`config.mk`:
```
export PLATFORM = sky130hd
export DESIGN_NAME = unidade_controle
export DESIGN_NICKNAME = d
export VERILOG_FILES = /design/src/rtl/unidade_controle.sv
export SDC_FILE = /design/constraint.sdc
export NUM_CORES = 1
export LEC_CHECK = 0
export CORE_AREA = 2 2 71 73
export DETAILED_ROUTE_END_ITERATION = 10
export DIE_AREA = 0 0 73 75
export DONT_BUFFER_PORTS = 1
export PLACE_DENSITY = 0.7
export SYNTH_ARGS = -nofsm -noshare
export SYNTH_HDL_FRONTEND = slang
export SYNTH_SLANG_ARGS = --single-unit
```
`constraint.sdc`:
```
create_clock -name clk -period 4.31 [get_ports clk]
set_clock_uncertainty 0.15 [all_clocks]
set_input_delay 0.6465 -clock clk [delete_from_list [all_inputs] [get_ports clk]]
set_output_delay 0.6465 -clock clk [all_outputs]
set_load 0.05 [all_outputs]
```
`src/rtl/unidade_controle.sv`:
```
// Multi-cycle control unit: sequences each RISC-V instruction through
// FETCH/DECODE/EXECUTE/WRITEBACK and drives the datapath enables and ULA controls.
module unidade_controle #(
    parameter int COUNT_WIDTH = 16
) (
    input  logic                   clk,
    input  logic                   reset,
    input  logic                   start,
    input  logic                   stop,
    input  logic [31:0]            instruction,
    output logic                   load_en,
    output logic                   store_en,
    output logic [1:0]             op_ula,
    output logic                   operation_type,
    output logic                   ula_entry,
    output logic                   pc_en,
    output logic                   busy,
    output logic                   halted,
    output logic                   illegal,
    output logic [COUNT_WIDTH-1:0] instr_count
);

    typedef enum logic [2:0] {
        S_IDLE,
        S_FETCH,
        S_DECODE,
        S_EXECUTE,
        S_WRITEBACK,
        S_HALT
    } state_t;

    localparam logic [6:0] OPC_LOAD  = 7'b0000011;
    localparam logic [6:0] OPC_STORE = 7'b0100011;
    localparam logic [6:0] OPC_REG   = 7'b0110011;
    localparam logic [6:0] OPC_IMM   = 7'b0010011;

    localparam logic [1:0] ULA_ADD = 2'b01;
    localparam logic [1:0] ULA_SUB = 2'b00;

    // Decoded control bundle, applied to the outputs at the DECODE exit edge.
    typedef struct packed {
        logic       valid;
        logic       is_store;
        logic [1:0] op;
        logic       op_type;
        logic       entry;
    } decode_t;

    state_t                   state;
    state_t                   state_next;
    logic [31:0]              instr_reg;
    logic                     wb_store;
    decode_t                  dec;

    logic [6:0] opcode;
    logic [2:0] funct3;
    logic [6:0] funct7;

    assign opcode = instr_reg[6:0];
    assign funct3 = instr_reg[14:12];
    assign funct7 = instr_reg[31:25];

    // NOTE: every signal written in an always_comb gets a default first, so
    // no path through the case can leave it unassigned and infer a latch.
    always_comb begin
        dec = '{valid: 1'b0, is_store: 1'b0, op: ULA_ADD, op_type: 1'b0, entry: 1'b0};
        unique case (opcode)
            OPC_LOAD: begin
                if (funct3 == 3'b011) begin
                    dec = '{valid: 1'b1, is_store: 1'b0, op: ULA_ADD, op_type: 1'b0, entry: 1'b0};
                end
            end
            OPC_STORE: begin
                if (funct3 == 3'b011) begin
                    dec = '{valid: 1'b1, is_store: 1'b1, op: ULA_ADD, op_type: 1'b0, entry: 1'b0};
                end
            end
            OPC_REG: begin
                if (funct3 == 3'b000 && funct7 == 7'b0000000) begin
                    dec = '{valid: 1'b1, is_store: 1'b0, op: ULA_ADD, op_type: 1'b1, entry: 1'b1};
                end else if (funct3 == 3'b000 && funct7 == 7'b0100000) begin
                    dec = '{valid: 1'b1, is_store: 1'b0, op: ULA_SUB, op_type: 1'b1, entry: 1'b1};
                end
            end
            OPC_IMM: begin
                if (funct3 == 3'b000) begin
                    dec = '{valid: 1'b1, is_store: 1'b0, op: ULA_ADD, op_type: 1'b1, entry: 1'b0};
                end else if (funct3 == 3'b010) begin
                    dec = '{valid: 1'b1, is_store: 1'b0, op: ULA_SUB, op_type: 1'b1, entry: 1'b0};
                end
            end
            default: ;
        endcase
    end

    always_comb begin
        state_next = state;
        unique case (state)
            S_IDLE:      if (start) state_next = S_FETCH;
            S_FETCH:     state_next = S_DECODE;
            S_DECODE:    state_next = dec.valid ? S_EXECUTE : S_HALT;
            S_EXECUTE:   state_next = S_WRITEBACK;
            S_WRITEBACK: state_next = stop ? S_IDLE : S_FETCH;
            S_HALT:      state_next = S_HALT;
            default:     state_next = S_IDLE;
        endcase
    end

    // NOTE: state and registered outputs use non-blocking assignments so every
    // flop samples pre-edge values regardless of statement order.
    always_ff @(posedge clk) begin
        if (!reset) begin
            state          <= S_IDLE;
            instr_reg      <= '0;
            wb_store       <= 1'b0;
            load_en        <= 1'b0;
            store_en       <= 1'b0;
            pc_en          <= 1'b0;
            op_ula         <= ULA_ADD;
            operation_type <= 1'b0;
            ula_entry      <= 1'b0;
            illegal        <= 1'b0;
            instr_count    <= '0;
        end else begin
            state <= state_next;
            unique case (state)
                S_FETCH: instr_reg <= instruction;
                S_DECODE: begin
                    if (dec.valid) begin
                        op_ula         <= dec.op;
                        operation_type <= dec.op_type;
                        ula_entry      <= dec.entry;
                        wb_store       <= dec.is_store;
                    end else begin
                        // The all-zero word is a deliberate halt, not an error.
                        illegal <= (instr_reg != 32'h0);
                    end
                end
                S_EXECUTE: begin
                    load_en  <= !wb_store;
                    store_en <= wb_store;
                    pc_en    <= 1'b1;
                end
                S_WRITEBACK: begin
                    load_en     <= 1'b0;
                    store_en    <= 1'b0;
                    pc_en       <= 1'b0;
                    instr_count <= instr_count + 1'b1;
                end
                default: ;
            endcase
        end
    end

    assign busy   = (state != S_IDLE) && (state != S_HALT);
    assign halted = (state == S_HALT);

endmodule

```
==> results.py <==
metrics = {
    "status": {
        "outcome": "finished, final reports clean",
    },
    "synthesis": {
        "yosys_warnings": 0,
        "synthCells": 312,
        "netlist.top_cell.by_area": "dfxtp_1",
        "synthFlopType": "dfxtp_1",
        "synth_area_mm2": 0.00250,
        "synth_top_area_share": 0.472,
        "yosysSeqAreaShare": 0.472,
        "yosys_register_bits": 59,
        "async_flop_share": 0,
        "synth_edf_count": 0,
        "synth_cell_types": 38,
        "syn_avg_cell_area_um2": 8.01,
        "synthTopCellsByArea": "dfxtp_1 (47%), nand2_1 (11%), a21oi_1 (9.8%)",
        "syn_nets": 349,
    },
    "cells_and_area": {
        "multiInputGateArea_mm2": 0.00123,
        "largest_reg_flops": 32,
        "antenna_cells": 0,
        "register_area_mm2": 0.00118,
        "fin_nets": 344,
        "syn2layout_area_growth_pct": 9.71,
        "layout.filler_cells": 433,
        "post_route_cells_drive_above_1_share": 0.0737,
    },
    "floorplanning": {
        "die_w_um": 73,
        "io-pin-count": 62,
        "die_h_um": 75,
        "dieArea_mm2": 0.00548,
        "num_rows": 25,
        "initial_core_util": 0.536,
        "core-area_mm2": 0.00466,
    },
    "timing": {
        "hold_viol_final": 0,
        "relSlewSlack": 0.302,
        "post-route-min-period_ps": 2690,
        "finalMaxSlewViolations": 0,
        "final.period_utilization": 0.624,
        "fin_ws_ps": 1620,
        "tns_ps": 0,
        "setup_violations": 0,
        "max_slew.worst_pin.slew_ps": 1040,
        "fmax_mhz": 372,
        "rsz0062_at_grt": "no",
    },
    "grt": {
        "grtUsageMet3": 0.0549,
        "track_usage": 0.200,
        "grt.overflow.total": 0,
        "grt_use_met1": 0.268,
        "grt_first_pass_wirelength_um": 8420,
        "use_met2": 0.295,
        "grt_antenna_before_repair": 0,
        "grt_pass1_vias": 1871,
        "grt_max_degree": 55,
        "top_usage_layer": "met2",
    },
    "power_and_ir_drop": {
        "p_comb_frac": 0.081,
        "ir_drop_mv": 0.298,
        "switching_share": 0.242,
        "p_int_w": 0.000957,
        "switching_power_w": 0.000305,
        "seq_power_share": 0.475,
        "clockPowerShare": 0.444,
        "powerDensity_mw_per_mm2": 460,
        "leakagePower_nw": 0.951,
    },
    "clock_network": {
        "cts_setup_buffers": 0,
        "clock_latency_ps": 330,
        "cts_hold_buf": 0,
        "cts_tree": "done",
        "clockRootBuffer": "clkbuf_8",
        "htreeDepth": 3,
        "cts_sinks": 59,
        "clk_pin_slew_ps": 60,
        "ctsResizeCount": 0,
        "cts_buffers": 9,
        "clock_path_buffers": 2,
    },
    "route": {
        "drc": 0,
        "vias": 2106,
        "drtIter0Drc": 126,
        "wl_um": 5280,
        "drtPass1Iterations": 4,
        "vias_per_cell": 5.75,
        "drtAntennaViolNets": 0,
        "avgRoutedWirePerCell_um": 14.4,
    },
    "job": {
        "drv_cap": 0,
    },
    "worst_setup_path": {
        "end_kind": "primary output",
        "crit_type": "reg -> out",
        "crit_required_ps": 3510,
        "worstPathMaxFanout": 14,
        "cp.arrival_ps": 1890,
        "crit_path_start_kind": "register",
    },
    "placed_design": {
        "gp_congestion": 0.824,
        "place_hpwl_um": 3560,
        "detailedPlace.worstSlack_ps": 1960,
        "numPortBuffers": 0,
    },
    "min_path": {
        "min_path_type": "in -> reg",
    },
}
==> cells by family after synthesis <==
group,after synthesis,share of synthesized area
AND/OR/NAND/NOR,143,0.283
AO/OA/AOI/OAI,73,0.160
flip-flops,59,0.472
buffers and inverters,24,0.0380
XOR/XNOR,8,0.0280
multiplexers,3,0.0120
adder cells (fa/ha/maj),1,0.00500
other,1,0.00150
==> final timing paths <==
path | from | end | slack [ps] | cells after the start
hold reg to reg | instr_reg[16] | instr_reg[16] | 310 | 2
setup / recovery | state[0] | halted | 1620 | 2
setup reg to reg | state[2] | instr_count[14] | 2030 | 4
hold / removal | reset | load_en | 290 | 2
==> cells in the final DEF (no fill, tap or decap), drive strengths merged, types with 7 or more instances in the layout <==
cell and n:
a21oi 49, inv 7, clkbuf 11, nand2 72
nor3 8, nand4 9, or3 8, nor4 7
nor2 13, nand3 8, o21ai 14, dfxtp 59
==> critical path, cell delays in order (launching register included) <==
cell	delay (ps)
dfxtp_1	610
inv_1	200
nor3_2	760
==> power by group through the flow <==
stage	Sequential [W]	Clock (W)	Combinational, W
after floorplan	0.000600	0	0.0000934
after global placement	0.000610	0	0.000101
after detailed placement	0.000611	0	0.000102
after CTS	0.000599	0.000574	0.000103
after global routing	0.000603	0.000594	0.000116
final	0.000599	0.000560	0.000102
==> through the flow <==
step                 util  hold WS, ps  cell area [um^2]  power [W]  cells
finish              0.588          288              2740    0.00126    366
CTS                 0.588          277              2740    0.00128    366
global route        0.588          294              2740    0.00131    366
global placement    0.540          294              2520   0.000711    350
floorplan               -          286              2500   0.000693    312
detailed placement  0.540          299              2520   0.000714    350
==> routing by layer <==
| layer | vias up | share of wire |
|---|---|---|
| met1 | 955 | 0.47 |
| li1 | 1082 | - |
| met4 | 0 | 0.017 |
| met2 | 59 | 0.44 |
| met5 | - | 0 |
| met3 | 10 | 0.074 |
==> final cells by class <==
class	count	area share
well taps	54	0.0246
clock inverters	5	0.0274
clock buffers	11	0.0552
repair buffers	1	0.00274
inverters	7	0.00958
flip-flops and latches	59	0.431
multi-input cells	229	0.450
==> synthesized netlist by cell type, types with 5 or more instances <==
| master | instances |
|---|---|
| nor3_1 | 8 |
| or3_1 | 8 |
| nor4_1 | 7 |
| clkbuf_1 | 12 |
| xor2_1 | 5 |
| and4_1 | 5 |
| nand3_1 | 8 |
| nand4_1 | 8 |
| o21ai_0 | 14 |
| inv_1 | 6 |
| dfxtp_1 | 59 |
| nor2_1 | 13 |
| nand2_1 | 72 |
| a21oi_1 | 49 |
No activity file was read; power rests on OpenSTA's default activity.
